--- config.mk ---
export PLATFORM = sky130hd
export DESIGN_NAME = vexriscv_axi_bridge_flat
export DESIGN_NICKNAME = d
export VERILOG_FILES = /design/src/rtl/vexriscv_axi_bridge_if.sv /design/src/rtl/vexriscv_axi_bridge.sv /design/src/flat_wrapper.sv
export SDC_FILE = /design/constraint.sdc
export NUM_CORES = 1
export LEC_CHECK = 0
export ABC_AREA = 1
export BUFFER_PORTS_ARGS = -buffer_cell sky130_fd_sc_hd__buf_2
export CORE_AREA = 2 2 169 171
export CTS_CLUSTER_SIZE = 14
export DETAILED_ROUTE_END_ITERATION = 12
export DIE_AREA = 0 0 171 173
export PLACE_DENSITY = 0.77
export SLEW_MARGIN = 20
export SYNTH_ARGS = -nofsm -noshare
export SYNTH_HDL_FRONTEND = slang
export SYNTH_SLANG_ARGS = --single-unit
--- constraint.sdc ---
create_clock -name ap_clk -period 4.95 [get_ports ap_clk]
set_input_delay 0.99 -clock ap_clk [delete_from_list [all_inputs] [get_ports ap_clk]]
set_output_delay 0.99 -clock ap_clk [all_outputs]
set_load 0.01 [all_outputs]
--- src/rtl/vexriscv_axi_bridge_if.sv ---
// Signal bundle between one VexRiscv simple-bus port and one AXI4 master port.
// master = bridge view (CPU-bus target, AXI initiator); slave = CPU + AXI host view.
interface vexriscv_axi_bridge_if #(
  parameter int ADDR_WIDTH = 64,
  parameter int DATA_WIDTH = 32
);
  logic                    cmd_valid;
  logic                    cmd_ready;
  logic                    cmd_wr;
  logic [31:0]             cmd_address;
  logic [DATA_WIDTH-1:0]   cmd_data;
  logic [DATA_WIDTH/8-1:0] cmd_mask;
  logic [2:0]              cmd_size;

  logic                    rsp_valid;
  logic                    rsp_last;
  logic [DATA_WIDTH-1:0]   rsp_data;
  logic                    rsp_error;

  logic                    m_axi_awvalid;
  logic                    m_axi_awready;
  logic [ADDR_WIDTH-1:0]   m_axi_awaddr;
  logic [7:0]              m_axi_awlen;

  logic                    m_axi_wvalid;
  logic                    m_axi_wready;
  logic [DATA_WIDTH-1:0]   m_axi_wdata;
  logic [DATA_WIDTH/8-1:0] m_axi_wstrb;
  logic                    m_axi_wlast;

  logic                    m_axi_bvalid;
  logic                    m_axi_bready;
  logic [1:0]              m_axi_bresp;

  logic                    m_axi_arvalid;
  logic                    m_axi_arready;
  logic [ADDR_WIDTH-1:0]   m_axi_araddr;
  logic [7:0]              m_axi_arlen;

  logic                    m_axi_rvalid;
  logic                    m_axi_rready;
  logic [DATA_WIDTH-1:0]   m_axi_rdata;
  logic                    m_axi_rlast;
  logic [1:0]              m_axi_rresp;

  modport master (
    input  cmd_valid, cmd_wr, cmd_address, cmd_data, cmd_mask, cmd_size,
    output cmd_ready, rsp_valid, rsp_last, rsp_data, rsp_error,
    output m_axi_awvalid, m_axi_awaddr, m_axi_awlen,
    input  m_axi_awready,
    output m_axi_wvalid, m_axi_wdata, m_axi_wstrb, m_axi_wlast,
    input  m_axi_wready,
    input  m_axi_bvalid, m_axi_bresp,
    output m_axi_bready,
    output m_axi_arvalid, m_axi_araddr, m_axi_arlen,
    input  m_axi_arready,
    input  m_axi_rvalid, m_axi_rdata, m_axi_rlast, m_axi_rresp,
    output m_axi_rready
  );

  modport slave (
    output cmd_valid, cmd_wr, cmd_address, cmd_data, cmd_mask, cmd_size,
    input  cmd_ready, rsp_valid, rsp_last, rsp_data, rsp_error,
    input  m_axi_awvalid, m_axi_awaddr, m_axi_awlen,
    output m_axi_awready,
    input  m_axi_wvalid, m_axi_wdata, m_axi_wstrb, m_axi_wlast,
    output m_axi_wready,
    output m_axi_bvalid, m_axi_bresp,
    input  m_axi_bready,
    input  m_axi_arvalid, m_axi_araddr, m_axi_arlen,
    output m_axi_arready,
    output m_axi_rvalid, m_axi_rdata, m_axi_rlast, m_axi_rresp,
    input  m_axi_rready
  );
endinterface

--- src/rtl/vexriscv_axi_bridge.sv ---
// VexRiscv simple-bus to AXI4 master bridge: one transaction in flight, address
// relocation into host memory, burst support and "program done" store detection.
module vexriscv_axi_bridge #(
  parameter int          ADDR_WIDTH = 64,
  parameter int          DATA_WIDTH = 32,
  parameter int          MAX_BEATS  = 8,
  parameter int          WRITE_RSP  = 1,
  parameter logic [31:0] DONE_ADDR  = 32'hFFFF_FFF0
) (
  input  logic                  ap_clk,
  input  logic                  ap_rst_n,
  input  logic [ADDR_WIDTH-1:0] cfg_offset,
  input  logic [31:0]           cfg_abs_limit,
  vexriscv_axi_bridge_if.master bus,
  output logic                  done_pulse
);
  localparam int unsigned BYTE_SHIFT = $clog2(DATA_WIDTH / 8);

  typedef enum logic [2:0] {
    IDLE, RD_ADDR, RD_DATA, WR_DATA, WR_RESP, ERR_RSP, DONE
  } state_t;

  state_t                state, state_d;
  logic [ADDR_WIDTH-1:0] addr_q, addr_d;
  logic [7:0]            len_q, beat_q;
  logic                  aw_done, w_done, drop;
  logic [8:0]            beats;
  logic                  oversize, is_done, last_beat, wr_active;
  logic                  unused_ok;

  always_comb begin
    if (bus.cmd_size <= 3'(BYTE_SHIFT)) beats = 9'd1;
    else                                beats = 9'd1 << (bus.cmd_size - 3'(BYTE_SHIFT));
  end

  assign oversize  = beats > 9'(MAX_BEATS);
  assign is_done   = bus.cmd_wr && (bus.cmd_address == DONE_ADDR) && (beats == 9'd1);
  assign addr_d    = (bus.cmd_address > cfg_abs_limit) ? ADDR_WIDTH'(bus.cmd_address)
                                                       : cfg_offset + ADDR_WIDTH'(bus.cmd_address);
  assign last_beat = beat_q == len_q;
  assign wr_active = (state == WR_DATA) && !drop && !w_done;

  assign bus.m_axi_awaddr = addr_q;
  assign bus.m_axi_awlen  = len_q;
  assign bus.m_axi_araddr = addr_q;
  assign bus.m_axi_arlen  = len_q;
  assign bus.m_axi_wdata  = wr_active ? bus.cmd_data : '0;
  assign bus.m_axi_wstrb  = wr_active ? bus.cmd_mask : '0;
  assign bus.m_axi_wlast  = wr_active && last_beat;
  assign unused_ok        = ^{bus.m_axi_rresp[0], bus.m_axi_bresp[0]};

  always_comb begin
    state_d           = state;
    bus.cmd_ready     = 1'b0;
    bus.m_axi_awvalid = 1'b0;
    bus.m_axi_wvalid  = 1'b0;
    bus.m_axi_arvalid = 1'b0;
    bus.m_axi_rready  = 1'b0;
    bus.m_axi_bready  = 1'b0;
    case (state)
      IDLE: begin
        if (bus.cmd_valid && ap_rst_n) begin
          if (oversize) begin
            if (bus.cmd_wr) state_d = WR_DATA;
            else begin
              bus.cmd_ready = 1'b1;
              state_d       = ERR_RSP;
            end
          end else if (is_done) begin
            bus.cmd_ready = 1'b1;
            state_d       = DONE;
          end else if (bus.cmd_wr) begin
            state_d = WR_DATA;
          end else begin
            bus.cmd_ready = 1'b1;
            state_d       = RD_ADDR;
          end
        end
      end
      RD_ADDR: begin
        bus.m_axi_arvalid = 1'b1;
        if (bus.m_axi_arready) state_d = RD_DATA;
      end
      RD_DATA: begin
        bus.m_axi_rready = 1'b1;
        if (bus.m_axi_rvalid && bus.m_axi_rlast) state_d = RD_ADDR == RD_ADDR ? IDLE : IDLE;
      end
      WR_DATA: begin
        // Oversize writes reuse WR_DATA with AXI suppressed, just to swallow the beats.
        if (drop) begin
          bus.cmd_ready = 1'b1;
          if (bus.cmd_valid && last_beat) state_d = ERR_RSP;
        end else begin
          bus.m_axi_awvalid = !aw_done;
          bus.m_axi_wvalid  = bus.cmd_valid && !w_done;
          bus.cmd_ready     = bus.m_axi_wready && !w_done;
          if ((aw_done || bus.m_axi_awready) &&
              (w_done || (bus.cmd_valid && bus.m_axi_wready && last_beat)))
            state_d = WR_RESP;
        end
      end
      WR_RESP: begin
        bus.m_axi_bready = 1'b1;
        if (bus.m_axi_bvalid) state_d = IDLE;
      end
      ERR_RSP: state_d = IDLE;
      DONE:    state_d = IDLE;
      default: state_d = IDLE;
    endcase
  end

  always_ff @(posedge ap_clk or negedge ap_rst_n) begin
    if (!ap_rst_n) begin
      state         <= IDLE;
      addr_q        <= '0;
      len_q         <= '0;
      beat_q        <= '0;
      aw_done       <= 1'b0;
      w_done        <= 1'b0;
      drop          <= 1'b0;
      bus.rsp_valid <= 1'b0;
      bus.rsp_last  <= 1'b0;
      bus.rsp_data  <= '0;
      bus.rsp_error <= 1'b0;
      done_pulse    <= 1'b0;
    end else begin
      state         <= state_d;
      done_pulse    <= state_d == DONE;
      bus.rsp_valid <= 1'b0;
      case (state)
        IDLE: begin
          if (state_d != IDLE) begin
            addr_q  <= addr_d;
            len_q   <= 8'(beats - 9'd1);
            beat_q  <= '0;
            aw_done <= 1'b0;
            w_done  <= 1'b0;
            drop    <= oversize;
          end
        end
        RD_DATA: begin
          if (bus.m_axi_rvalid) begin
            bus.rsp_valid <= 1'b1;
            bus.rsp_last  <= bus.m_axi_rlast;
            bus.rsp_data  <= bus.m_axi_rdata;
            bus.rsp_error <= bus.m_axi_rresp[1];
          end
        end
        WR_DATA: begin
          if (bus.m_axi_awvalid && bus.m_axi_awready) aw_done <= 1'b1;
          if (bus.cmd_valid && bus.cmd_ready) begin
            beat_q <= beat_q + 8'd1;
            if (last_beat) w_done <= 1'b1;
          end
        end
        WR_RESP: begin
          if (bus.m_axi_bvalid && (WRITE_RSP != 0)) begin
            bus.rsp_valid <= 1'b1;
            bus.rsp_last  <= 1'b1;
            bus.rsp_data  <= '0;
            bus.rsp_error <= bus.m_axi_bresp[1];
          end
        end
        default: ;
      endcase
      // Synthetic responses are loaded on entry so they coincide with ERR_RSP/DONE.
      if (state_d == ERR_RSP) begin
        bus.rsp_valid <= 1'b1;
        bus.rsp_last  <= 1'b1;
        bus.rsp_data  <= '0;
        bus.rsp_error <= 1'b1;
      end
      if (state_d == DONE && WRITE_RSP != 0) begin
        bus.rsp_valid <= 1'b1;
        bus.rsp_last  <= 1'b1;
        bus.rsp_data  <= '0;
        bus.rsp_error <= 1'b0;
      end
    end
  end
endmodule
--- src/flat_wrapper.sv ---
// flat-port wrapper written by rule: the top's interface ports become plain ports
module vexriscv_axi_bridge_flat 
#(
  parameter int          ADDR_WIDTH = 64,
  parameter int          DATA_WIDTH = 32,
  parameter int          MAX_BEATS  = 8,
  parameter int          WRITE_RSP  = 1,
  parameter logic [31:0] DONE_ADDR  = 32'hFFFF_FFF0
)
  (ap_clk, ap_rst_n, cfg_offset, cfg_abs_limit, done_pulse, bus_cmd_valid, bus_cmd_wr, bus_cmd_address, bus_cmd_data, bus_cmd_mask, bus_cmd_size, bus_cmd_ready, bus_rsp_valid, bus_rsp_last, bus_rsp_data, bus_rsp_error, bus_m_axi_awvalid, bus_m_axi_awaddr, bus_m_axi_awlen, bus_m_axi_awready, bus_m_axi_wvalid, bus_m_axi_wdata, bus_m_axi_wstrb, bus_m_axi_wlast, bus_m_axi_wready, bus_m_axi_bvalid, bus_m_axi_bresp, bus_m_axi_bready, bus_m_axi_arvalid, bus_m_axi_araddr, bus_m_axi_arlen, bus_m_axi_arready, bus_m_axi_rvalid, bus_m_axi_rdata, bus_m_axi_rlast, bus_m_axi_rresp, bus_m_axi_rready);
  vexriscv_axi_bridge_if #(.ADDR_WIDTH(ADDR_WIDTH), .DATA_WIDTH(DATA_WIDTH)) bus_i ();
  input  logic ap_clk;
  input  logic ap_rst_n;
  input  logic [ADDR_WIDTH-1:0] cfg_offset;
  input  logic [31:0] cfg_abs_limit;
  output logic done_pulse;
  input wire logic [$bits(bus_i.cmd_valid)-1:0] bus_cmd_valid;
  input wire logic [$bits(bus_i.cmd_wr)-1:0] bus_cmd_wr;
  input wire logic [$bits(bus_i.cmd_address)-1:0] bus_cmd_address;
  input wire logic [$bits(bus_i.cmd_data)-1:0] bus_cmd_data;
  input wire logic [$bits(bus_i.cmd_mask)-1:0] bus_cmd_mask;
  input wire logic [$bits(bus_i.cmd_size)-1:0] bus_cmd_size;
  output wire logic [$bits(bus_i.cmd_ready)-1:0] bus_cmd_ready;
  output wire logic [$bits(bus_i.rsp_valid)-1:0] bus_rsp_valid;
  output wire logic [$bits(bus_i.rsp_last)-1:0] bus_rsp_last;
  output wire logic [$bits(bus_i.rsp_data)-1:0] bus_rsp_data;
  output wire logic [$bits(bus_i.rsp_error)-1:0] bus_rsp_error;
  output wire logic [$bits(bus_i.m_axi_awvalid)-1:0] bus_m_axi_awvalid;
  output wire logic [$bits(bus_i.m_axi_awaddr)-1:0] bus_m_axi_awaddr;
  output wire logic [$bits(bus_i.m_axi_awlen)-1:0] bus_m_axi_awlen;
  input wire logic [$bits(bus_i.m_axi_awready)-1:0] bus_m_axi_awready;
  output wire logic [$bits(bus_i.m_axi_wvalid)-1:0] bus_m_axi_wvalid;
  output wire logic [$bits(bus_i.m_axi_wdata)-1:0] bus_m_axi_wdata;
  output wire logic [$bits(bus_i.m_axi_wstrb)-1:0] bus_m_axi_wstrb;
  output wire logic [$bits(bus_i.m_axi_wlast)-1:0] bus_m_axi_wlast;
  input wire logic [$bits(bus_i.m_axi_wready)-1:0] bus_m_axi_wready;
  input wire logic [$bits(bus_i.m_axi_bvalid)-1:0] bus_m_axi_bvalid;
  input wire logic [$bits(bus_i.m_axi_bresp)-1:0] bus_m_axi_bresp;
  output wire logic [$bits(bus_i.m_axi_bready)-1:0] bus_m_axi_bready;
  output wire logic [$bits(bus_i.m_axi_arvalid)-1:0] bus_m_axi_arvalid;
  output wire logic [$bits(bus_i.m_axi_araddr)-1:0] bus_m_axi_araddr;
  output wire logic [$bits(bus_i.m_axi_arlen)-1:0] bus_m_axi_arlen;
  input wire logic [$bits(bus_i.m_axi_arready)-1:0] bus_m_axi_arready;
  input wire logic [$bits(bus_i.m_axi_rvalid)-1:0] bus_m_axi_rvalid;
  input wire logic [$bits(bus_i.m_axi_rdata)-1:0] bus_m_axi_rdata;
  input wire logic [$bits(bus_i.m_axi_rlast)-1:0] bus_m_axi_rlast;
  input wire logic [$bits(bus_i.m_axi_rresp)-1:0] bus_m_axi_rresp;
  output wire logic [$bits(bus_i.m_axi_rready)-1:0] bus_m_axi_rready;
  assign bus_i.cmd_valid = bus_cmd_valid;
  assign bus_i.cmd_wr = bus_cmd_wr;
  assign bus_i.cmd_address = bus_cmd_address;
  assign bus_i.cmd_data = bus_cmd_data;
  assign bus_i.cmd_mask = bus_cmd_mask;
  assign bus_i.cmd_size = bus_cmd_size;
  assign bus_cmd_ready = bus_i.cmd_ready;
  assign bus_rsp_valid = bus_i.rsp_valid;
  assign bus_rsp_last = bus_i.rsp_last;
  assign bus_rsp_data = bus_i.rsp_data;
  assign bus_rsp_error = bus_i.rsp_error;
  assign bus_m_axi_awvalid = bus_i.m_axi_awvalid;
  assign bus_m_axi_awaddr = bus_i.m_axi_awaddr;
  assign bus_m_axi_awlen = bus_i.m_axi_awlen;
  assign bus_i.m_axi_awready = bus_m_axi_awready;
  assign bus_m_axi_wvalid = bus_i.m_axi_wvalid;
  assign bus_m_axi_wdata = bus_i.m_axi_wdata;
  assign bus_m_axi_wstrb = bus_i.m_axi_wstrb;
  assign bus_m_axi_wlast = bus_i.m_axi_wlast;
  assign bus_i.m_axi_wready = bus_m_axi_wready;
  assign bus_i.m_axi_bvalid = bus_m_axi_bvalid;
  assign bus_i.m_axi_bresp = bus_m_axi_bresp;
  assign bus_m_axi_bready = bus_i.m_axi_bready;
  assign bus_m_axi_arvalid = bus_i.m_axi_arvalid;
  assign bus_m_axi_araddr = bus_i.m_axi_araddr;
  assign bus_m_axi_arlen = bus_i.m_axi_arlen;
  assign bus_i.m_axi_arready = bus_m_axi_arready;
  assign bus_i.m_axi_rvalid = bus_m_axi_rvalid;
  assign bus_i.m_axi_rdata = bus_m_axi_rdata;
  assign bus_i.m_axi_rlast = bus_m_axi_rlast;
  assign bus_i.m_axi_rresp = bus_m_axi_rresp;
  assign bus_m_axi_rready = bus_i.m_axi_rready;
  vexriscv_axi_bridge #(.ADDR_WIDTH(ADDR_WIDTH), .DATA_WIDTH(DATA_WIDTH), .MAX_BEATS(MAX_BEATS), .WRITE_RSP(WRITE_RSP), .DONE_ADDR(DONE_ADDR)) u_core (.ap_clk(ap_clk), .ap_rst_n(ap_rst_n), .cfg_offset(cfg_offset), .cfg_abs_limit(cfg_abs_limit), .bus(bus_i), .done_pulse(done_pulse));
endmodule
# == Word level (Yosys, flattened, before mapping) ==
# Cells that the tools add are included.
# totals
register_bits,122
in_bits,213
out_inout_bits,223
word_cells,122
# op_classes
addsub,4
order_cmp,3
eq_ne,15
shift,1
mux,58
reduce_logical,29
# op_table
op,count
$mux 32,5
$add 64x32->64,1
$mux 64,1
$pmux 32 s2,1
$eq 32x32->1 const B,1
$gt 32x32->1,1
$mux 3,10
$mux 1,28
$mux 8,2
$pmux 8 s2,1
$logic_and 1x1->1,15
$pmux 3 s5,1
$pmux 1 s2,6
$eq 3x3->1 const B,3
$eq 9x1->1 const B,1
$gt 9x4->1 const B,1
$mux 9,1
$reduce_and 3->1,3
$shl 1x3->9 const A,1
$add 8x1->8 const B,1
$eq 8x8->1,1
$ne 4x2->1 const B,2
$sub 8x1->8 const B,1
$eq 3x2->1 const B,2
other kinds (15),20

# == Logic depth before layout (Yosys ltp) ==
# Gate-level depths: netlist (run 1).
# depth
ltp_word,12
depth_mapped,19
ltp_nobuf,18

# == Least setup slack after synthesis (run 1) ==
# Ideal clock, no wire load.
# synth_path
path_type,input to output
start,in bus_cmd_size[1]
end,out bus_cmd_ready
arrival_time_ns,2.244
required_ns,3.960
setup_slack_ns,1.716
stages,11
n_path_buf,0
cell_sequence,inv_1 > ha_1 > a21oi_1 > inv_1 > ha_1 > nand3_1 > nor3_1 > nand3_1 > nand2_1 > nand2_1 > nand2_2
# synth_between
elab_chain_len,9
# synth_lines
element,line,text
"start, declared",flat_wrapper.sv:22,input wire logic [$bits(bus_i.cmd_size)-1:0] bus_cmd_size;
$sub 3x2->3,vexriscv_axi_bridge.sv:33,else beats = 9'd1 << (bus.cmd_size - 3'(BYTE_SHIFT));
$shl 1x3->9,vexriscv_axi_bridge.sv:33,
$mux 9 (*),vexriscv_axi_bridge.sv:32,if (bus.cmd_size <= 3'(BYTE_SHIFT)) beats = 9'd1;
"parallel branches: the longest is 3 deep, another holds $gt 9x4->1",--,
$mux 1 (*),vexriscv_axi_bridge.sv:63,if (oversize) begin
$mux 1 (*),vexriscv_axi_bridge.sv:62,if (bus.cmd_valid && ap_rst_n) begin
$pmux 1 s2 (*),vexriscv_axi_bridge.sv:60,case (state)
"end, declared",flat_wrapper.sv:23,output wire logic [$bits(bus_i.cmd_ready)-1:0] bus_cmd_ready;
# Mark *: on every way between the ends.

# == Final worst setup path (run 1) ==
# Same ends and word-level chain as after synthesis.

==> results of run 1 <==
## registers in the layout, indices dropped and copies added (netlist names)
register                 count
u_core.bus.m_axi_araddr     64
u_core.bus.rsp_data         32
u_core.beat_q                8
u_core.bus.m_axi_arlen       7
u_core.state                 3
u_core.aw_done               1
u_core.bus.rsp_error         1
u_core.bus.rsp_last          1
u_core.bus.rsp_valid         1
u_core.done_pulse            1
u_core.drop                  1
u_core.w_done                1
## worst max path at each step
stage | endpoint | slack [ps] | start | cells after the start
3_5_place_dp | bus_cmd_ready | 1090 | bus_cmd_size[1] | 13
4_1_cts | bus_cmd_ready | 1070 | bus_cmd_size[1] | 13
5_1_grt | bus_cmd_ready | 810 | bus_cmd_size[1] | 15
2_1_floorplan | bus_cmd_ready | 1720 | bus_cmd_size[1] | 11
3_3_place_gp | bus_cmd_ready | 1120 | bus_cmd_size[1] | 13
6_report | bus_cmd_ready | 1010 | bus_cmd_size[1] | 13
## cells in the mapped netlist (all sizes together)
cell type / number
xnor2: 33
o21bai: 3
and3: 2
ha: 71
o41ai: 1
a31oi: 1
dfrtp: 121
fa: 1
o21ai: 77
o211ai: 3
xor2: 21
a21boi: 3
nand3b: 23
nor4: 7
and2: 1
nor2: 149
nor3: 39
a21oi: 66
nand2: 469
inv: 266
o311ai: 1
o22ai: 1
nand4: 23
clkbuf: 26
o2bb2ai: 1
a32o: 32
a21o: 4
o21a: 4
buf: 89
a22o: 2
nand3: 113
or2: 4
## layer usage
metal  up-vias  part of all wire (%)  GRT usage (%)
li1       5924                     -              -
met1      5697                    39           32.2
met2       476                    49           49.1
met3        94                   6.6           4.90
met5         -                 0.028              0
met4         2                   4.8           14.1
## area by class of cell
type	count	share of cell area (%)
multi-input combinational	1155	45.9
sequential	121	22.4
timing repair buffer	442	16.5
inverter	266	7.37
tap	378	3.49
clock buffer	17	3.14
clock inverter	15	1.13
antenna	6	0.111
## tightest hold or removal path: stages (launching register included)
cell and delay [ps]:
dfrtp_1 350, nand2_1 50, nand2_1 50
## through the flow
step	hold slack [ps]	instances	worst slack [ps]	power, uW
after global placement	458	2362	1120	4460
after floorplan	442	1657	1720	3660
final	482	2400	1010	5740
after global routing	505	2400	814	6160
after detailed placement	471	2362	1090	4510
after CTS	488	2394	1070	5780
## kinds of logic after synthesis
logic type / count (synthesis) / synth area share [%]
flip-flops: 121 / 27.5
AND/OR/NAND/NOR: 830 / 32.4
AO/OA/AOI/OAI: 199 / 11.5
buffers and inverters: 381 / 15.9
adder cells (fa/ha/maj): 72 / 8.26
XOR/XNOR: 54 / 4.30
## where the power goes
group	switching, uW	leakage, uW	total, uW	internal, uW
clock	568	0.000274	1240	670
sequential	357	0.00155	1750	1390
combinational	1680	0.00598	2750	1070
total	2600	0.00780	5740	3140
==> run summary, run 1 <==
P per Cell Area = 424 nW/um^2
Final Net Count = 2,288
Root Buffer Master = clkbuf_16
cell family with most CP delay = simple AND/OR/NAND/NOR gates
residual DRC count = 0
FF/Latch Area = 3030 sq um
Post-CTS Resized = 0
Avg Inst Size Synth = 6.64 sq um
cell area after layout = 13,500 sq um
Synth area leader = dfrtp_1
CTS tree = done
total number of vias = 12,200
Die W = 171 microns
drt pass-1 iters = 5
placed inst area = 13,000 sq um
flop-to-flop setup slack = 2340 ps
chip height = 173 microns
largest net degree at the start of global routing = 79
CTS Buf Count = 17
Ys Warns = 0
final core utilization = 49.0%
worst path cell trace = buf_2 -> inv_1 -> ha_1 -> a21oi_1 -> inv_1 -> ha_1 -> nand3_1 -> nor3_1 -> nand3_1 -> nand2_1 -> nand2_1 -> nand2_2 -> buf_2
via/cell ratio = 5.08
Post-CTS Setup Bufs = 0
Row Count = 61
Clock Sinks = 121
Starting Density = 39.8%
number of port buffers = 433
Unique masters post-synth = 48
syn_nets = 1,942
min Tclk post-route = 3940 ps
# fillers = 2,864
worst slew pin tran = 904 ps
antenna violations before repair = 7
# IOs = 436
die area = 29,600 sq um
Routed wire per std cell = 17.7 microns
hold path depth = 2
RD Place Congestion = 0.931
H-tree depth = 4
Worst Reg-to-Reg Cells = 11
most common cell after layout, fill and taps aside = nand2_1
Cell Area, Synth = 11,000 sq um
status = completed
Reg clk slew, reported paths = 60 ps
worst min-delay path category = reg -> reg
Reg2Reg Capture Point = u_core.bus.rsp_error$_DFFE_PN0P_
HP Start = u_core.w_done$_DFFE_PN0P_
cells after synthesis = 1,657
GRT Total Usage = 27.9%
setup_tns = 0 ps
endpoint class of the critical path = output port
Post-DP HPWL = 34,300 microns
post-synthesis register bit count = 121
Hold Fails Final Rpt = 0
Critical-path top delay cell = ha_1
maximum VDD drop = 0.176 mV
most area-consuming cells after synthesis = dfrtp_1 28%, nand2_1 16%, inv_1 8.9%, ha_1 8.1%, nand3_1 5.1%
CTS Hold Bufs = 0
DRT iter0 DRCs = 815
CP Data Required Time = 3960 ps
RSZ-0062 raised after global routing = false
type of origin of the critical path = primary input
Finish-stage setup viols = 0
f_max = 0.254 GHz
critical path type = in -> out
Slew headroom = 39.7%
Layout area overhead = 23.2%
Longest Clk Path Bufs = 2
Worst Skew = 15.1 ps
max cap viols = 0
register area share after synthesis = 27.5%
reg2reg start = u_core.state[2]$_DFF_PN0_
Slew Limit Fails = 0
core area = 27,600 sq um
CP Buf/Inv Count = 4
first-pass GRT wire length = 63,500 microns
crit-path max FO = 5
slowest stage delay, CP = 370 ps
Arrival @ worst endpoint = 2950 ps
Leak = 0.00780 uW
Routed Antenna Nets = 0
area of the multi-input gates = 6220 sq um
vias in the first global route = 11,600
Clock Latency Late Sink = 430 ps
layout cells sized above 1 = 25.3%
most frequent cells in the layout = 461 x nand2_1, 432 x buf_2, 261 x inv_1
Synth top area share = 27.5%
final worst path period share = 79.6%
WHS Endpoint = u_core.w_done$_DFFE_PN0P_
final wirelength = 42,400 microns
gr ovfl total = 0
No activity file was read; power rests on OpenSTA's default activity.
==> run 2: changes to the inputs <==
CORE_AREA = 2 2 168 170   (was 2 2 169 171)
DIE_AREA = 0 0 170 172   (was 0 0 171 173)
PLACE_DENSITY = 0.81   (was 0.77)
clock period = 3.6 ns   (was 4.95 ns; I/O delays follow)
==> run summary, run 2 (synthesis gave the netlist of run 1 again) <==
RD Place Congestion = 1.02 (+9.1%)
hold_ws = 405 ps (-77.1 ps)
first-pass GRT wire length = 63,800 microns (+0.48%)
final wirelength = 43,100 microns (+1.6%)
Root Buffer Master = clkbuf_16
Routed wire per std cell = 18.1 microns (+2.7%)
max cap viols = 0 (unchanged)
# IOs = 436 (unchanged)
Clock Sinks = 121 (unchanged)
Slew headroom = 39.9% (+0.13 points)
status = completed
CP Data Required Time = 2880 ps (-1080 ps)
maximum VDD drop = 0.271 mV (+54%)
f_max = 0.301 GHz
setup_tns = 0 ps (unchanged)
Leak = 0.00783 uW (+0.40%)
Switching Share = 45.5% (+0.20 points)
CTS Buf Count = 17 (unchanged)
core area = 27,500 sq um (-0.55%)
chip height = 172 microns (-0.58%)
Row Count = 61 (unchanged)
crit-path max FO = 5 (unchanged)
setup ws final = 279 ps (-731 ps)
drt pass-1 iters = 6 (+1)
final worst path period share = 92.2%
most common cell after layout, fill and taps aside = nand2_1
Placement Setup Slack = 73.3 ps (-1020 ps)
Post-DP HPWL = 34,800 microns (+1.3%)
endpoint class of the critical path = output port
largest net degree at the start of global routing = 78 (-1.3%)
via/cell ratio = 5.23 (+2.9%)
Starting Density = 40.0% (+0.22 points)
min Tclk post-route = 3320 ps
DRT iter0 DRCs = 1,087 (+33%)
worst slew pin tran = 899 ps (-5.38 ps)
antenna violations before repair = 6 (-1)
Clock Latency Late Sink = 430 ps (about the same)
die area = 29,200 sq um (-1.2%)
GRT Total Usage = 28.6% (+0.72 points)
vias in the first global route = 11,900 (+2.3%)
CTS tree = done
gr ovfl total = 0 (unchanged)
most frequent cells in the layout = 461 x nand2_1, 432 x buf_2, 261 x inv_1
total number of vias = 12,400 (+1.8%)
H-tree depth = 4 (unchanged)
RSZ-0062 raised after global routing = false
Slew Limit Fails = 0 (unchanged)
worst min-delay path category = in -> async
Psw = 3620 uW (+39%)
Layout area overhead = 23.3% (about the same)
Longest Clk Path Bufs = 2 (unchanged)
P per Cell Area = 586 nW/um^2 (+38%)
Internal = 4330 uW (+38%)
Die W = 170 microns (-0.58%)
clock share of power = 21.7% (about the same)
register share of total power = 30.3% (-0.2 points)
residual DRC count = 0 (unchanged)
Post-CTS Resized = 0 (unchanged)
placed inst area = 13,000 sq um (about the same)
CTS Hold Bufs = 0 (unchanged)
type of origin of the critical path = primary input
number of port buffers = 433 (unchanged)
critical path type = in -> out
Arrival @ worst endpoint = 2600 ps (-350 ps)
Total Power = 7950 uW (+38%)
Routed Antenna Nets = 0 (unchanged)
layout cells sized above 1 = 25.5% (+0.22 points)
Worst Skew = 15.8 ps (+0.650 ps)
Reg clk slew, reported paths = 70 ps (about the same)
Hold Fails Final Rpt = 0 (unchanged)
max FFs per register = 64 (unchanged)
Finish-stage setup viols = 0 (unchanged)
Final Net Count = 2,294 (+0.26%)
combinational share of power = 48.0% (about the same)
Post-CTS Setup Bufs = 0 (unchanged)
cell area after layout = 13,600 sq um (about the same)
## run 2: cell types whose count changed in the layout (fill, tap and decap cells not counted)
cell   previous run  this run
buf_4            10        14
buf_6             0         2
## run 2: routing by layer
metal  vias to the layer above  routed length, microns  part of all wire (%)  global-route usage, %
met4                         2                    2470                   5.7                   16.0
li1                       5946                       -                     -                      -
met2                       572                   21000                    49                   50.1
met5                         -                      18                 0.042                      0
met3                       120                    2900                   6.7                   5.42
met1                      5772                   16700                    39                   32.9
## run 2: per-stage QoR
stage	cells	util (%)
after floorplan	1657	-
after global placement	2336	47.2
after detailed placement	2336	47.2
after CTS	2368	49.3
after global routing	2373	49.3
final	2374	49.3
## run 2: layout make-up
type / instances / area, sq um
antenna: 6 / 15.0
clock buffer: 17 / 425
clock inverter: 15 / 153
fill: 2832 / 13900
inverter: 266 / 998
multi-input combinational: 1155 / 6220
sequential: 121 / 3030
tap: 346 / 433
timing repair buffer: 448 / 2290
## run 2: final timing paths
kind                       slack [ps]  cells after the start                 startpoint                                      end
max in group asynchronous        2040                      3                   ap_rst_n  u_core.bus.m_axi_araddr[58]$_DFFE_PN0P_
min in group ap_clk               490                      2  u_core.w_done$_DFFE_PN0P_                u_core.w_done$_DFFE_PN0P_
hold / removal                    400                      2                   ap_rst_n    u_core.bus.m_axi_arlen[4]$_DFFE_PN0P_
setup / recovery                  280                     15            bus_cmd_size[1]                            bus_cmd_ready
setup reg to reg                 1150                     11    u_core.drop$_DFFE_PN0P_         u_core.bus.rsp_error$_DFFE_PN0P_
hold reg to reg                   490                      2  u_core.w_done$_DFFE_PN0P_                u_core.w_done$_DFFE_PN0P_
## run 2: critical path, cell delays in order
cell and delay (ps):
buf_2 130, inv_1 130, ha_1 190, inv_1 40
nand2_1 100, inv_1 70, nand4_1 120, ha_1 160
nand3_1 80, nor3_1 230, nand3_1 230, nand2_1 110
nand2_1 70, nand2_2 80, buf_2 130
## run 2: power groups by stage
stage,clock network [uW],registers (uW),logic (uW)
after floorplan,0,2570,2460
after global placement,0,2400,3740
after detailed placement,0,2420,3800
after CTS,1760,2410,3820
after global routing,1810,2480,4220
final,1720,2410,3820
==> run 3: changes to the inputs <==
--- a/config.mk
+++ b/config.mk
@@ -8,9 +8,9 @@
 export ABC_AREA = 1
 export BUFFER_PORTS_ARGS = -buffer_cell sky130_fd_sc_hd__buf_2
-export CORE_AREA = 2 2 168 170
-export CTS_CLUSTER_SIZE = 14
+export CORE_AREA = 2 2 169 171
+export CTS_CLUSTER_SIZE = 24
 export DETAILED_ROUTE_END_ITERATION = 12
-export DIE_AREA = 0 0 170 172
-export PLACE_DENSITY = 0.81
+export DIE_AREA = 0 0 171 173
+export PLACE_DENSITY = 0.77
 export SLEW_MARGIN = 20
 export SYNTH_ARGS = -nofsm -noshare
==> constraint.sdc (replaced) <==
create_clock -name ap_clk -period 3.89 [get_ports ap_clk]
set_input_delay 0.1945 -clock ap_clk [delete_from_list [all_inputs] [get_ports ap_clk]]
set_output_delay 0.1945 -clock ap_clk [all_outputs]
set_load 0.01 [all_outputs]
==> run summary, run 3 (synthesis gave the netlist of run 1 again) <==
status = completed
first-pass GRT wire length = 63,900 microns (+0.17%)
vias in the first global route = 11,900 (+0.29%)
Finish-stage setup viols = 0 (unchanged)
Die W = 171 microns (+0.59%)
RSZ-0062 raised after global routing = false
residual DRC count = 0 (unchanged)
Switching Share = 45.3% (-0.21 points)
crit-path max FO = 33 (+28)
critical path type = reg -> reg
CTS tree = done
CP Data Required Time = 4250 ps (+1370 ps)
Starting Density = 39.8% (-0.22 points)
H-tree depth = 4 (unchanged)
Post-CTS Setup Bufs = 0 (unchanged)
Critical-path top delay cell = dfrtp_1
total number of vias = 12,100 (-2.2%)
Slew Limit Fails = 0 (unchanged)
maximum VDD drop = 0.266 mV (-2.1%)
final worst path period share = 68.6%
max cap viols = 0 (unchanged)
most frequent cells in the layout = 461 x nand2_1, 432 x buf_2, 261 x inv_1
Clock Latency Late Sink = 430 ps (about the same)
setup_tns = 0 ps (unchanged)
min Tclk post-route = 2670 ps
Slew headroom = 37.0% (-2.9 points)
Reg clk slew, reported paths = 70 ps (about the same)
slowest stage delay, CP = 510 ps (+280 ps)
Routed wire per std cell = 17.6 microns (-2.8%)
worst slew pin tran = 945 ps (+46.2 ps)
endpoint class of the critical path = flop
largest net degree at the start of global routing = 78 (unchanged)
Post-DP HPWL = 34,400 microns (-1.1%)
clock share of power = 21.8% (about the same)
antenna violations before repair = 4 (-2)
# IOs = 436 (unchanged)
Worst Skew = 14.4 ps (-1.39 ps)
CTS Buf Count = 17 (unchanged)
Post-CTS Resized = 0 (unchanged)
f_max = 0.375 GHz
Leak = 0.00781 uW (-0.34%)
Longest Clk Path Bufs = 2 (unchanged)
type of origin of the critical path = flop
via/cell ratio = 5.06 (-3.2%)
Row Count = 61 (unchanged)
Psw = 3310 uW (-8.4%)
worst path cell trace = nor3_4 -> nand3_2 -> inv_2 -> buf_4 -> nand2_1 -> inv_2 -> nand3_1 -> nand2_1
Internal = 4000 uW (-7.7%)
gr ovfl total = 0 (unchanged)
DRT iter0 DRCs = 1,007 (-7.4%)
Total Power = 7310 uW (-8.0%)
worst min-delay path category = in -> reg
layout cells sized above 1 = 25.3% (-0.18 points)
core area = 27,600 sq um (+0.56%)
most common cell after layout, fill and taps aside = nand2_1
die area = 29,600 sq um (+1.2%)
Final Net Count = 2,289 (-0.22%)
Routed Antenna Nets = 0 (unchanged)
CTS Hold Bufs = 0 (unchanged)
Root Buffer Master = clkbuf_16
chip height = 173 microns (+0.58%)
register share of total power = 30.5% (+0.2 points)
GRT Total Usage = 28.0% (-0.57 points)
number of port buffers = 433 (unchanged)
Hold Fails Final Rpt = 0 (unchanged)
P per Cell Area = 540 nW/um^2 (-7.9%)
max FFs per register = 64 (unchanged)
drt pass-1 iters = 5 (-1)
RD Place Congestion = 0.974 (-4.1%)
combinational share of power = 47.7% (-0.3 points)
Clock Sinks = 121 (unchanged)
Arrival @ worst endpoint = 3030 ps (+430 ps)
final wirelength = 42,300 microns (-1.8%)
Layout area overhead = 23.2% (about the same)
[run 3: cell count changes in the layout (fill, tap and decap cells not counted)]
cell	change
buf_4	-3
buf_6	-2
diode_2	-2
clkinv_4	-1
inv_6	+1
[run 3: layer usage]
metal | track usage, % | up-vias | routed length, microns
met5 | 0 | - | 0
met4 | 13.5 | 0 | 1940
met3 | 4.03 | 94 | 2340
met2 | 50.2 | 481 | 21200
met1 | 32.4 | 5643 | 16800
li1 | - | 5925 | -
[run 3: stage by stage]
stage          hold slack (ps)  setup WS, ps  util [%]  cell area (sq um)  std cells
2_1_floorplan             -101          1730         -              11000       1657
3_3_place_gp               448           849      46.9              13000       2363
3_5_place_dp               448           801      46.9              13000       2363
4_1_cts                   4.45          1230      49.0              13500       2395
5_1_grt                   14.1          1010      49.0              13500       2399
6_report                  22.2          1220      49.0              13500       2399
[run 3: worst paths after layout]
kind / startpoint / end / slack, ps / depth (start not counted)
setup reg to reg: u_core.state[2]$_DFF_PN0_ / u_core.bus.m_axi_araddr[53]$_DFFE_PN0P_ / 1220 / 8
setup / recovery: u_core.state[2]$_DFF_PN0_ / u_core.bus.m_axi_araddr[53]$_DFFE_PN0P_ / 1220 / 8
max in group asynchronous: ap_rst_n / u_core.bus.m_axi_araddr[50]$_DFFE_PN0P_ / 2560 / 3
hold / removal: bus_m_axi_awready / u_core.aw_done$_DFFE_PN0P_ / 20 / 2
min in group asynchronous: ap_rst_n / u_core.bus.rsp_data[17]$_DFFE_PN0P_ / 30 / 2
hold reg to reg: u_core.bus.m_axi_araddr[63]$_DFFE_PN0P_ / u_core.bus.m_axi_araddr[63]$_DFFE_PN0P_ / 500 / 2
[run 3: final cells by class]
| class | instances | area (sq um) |
|---|---|---|
| fill | 2904 | 14100 |
| multi-input combinational | 1155 | 6220 |
| sequential | 121 | 3030 |
| timing repair buffer | 443 | 2240 |
| inverter | 266 | 998 |
| tap | 378 | 473 |
| clock buffer | 17 | 425 |
| clock inverter | 15 | 153 |
| antenna | 4 | 10.0 |
[run 3: power by group through the flow]
stage | clock (uW) | combinational, uW | sequential, uW
2_1_floorplan | 0 | 2280 | 2380
6_report | 1590 | 3490 | 2230
4_1_cts | 1620 | 3500 | 2220
5_1_grt | 1680 | 3860 | 2300
3_3_place_gp | 0 | 3450 | 2220
3_5_place_dp | 0 | 3490 | 2240
[run 3: worst max-delay path, delay by kind of cell, from the launching register on]
kind / cells / cell delay, ps
buf+inv: 3 / 1000
simple gates: 5 / 1090
flops: 1 / 510
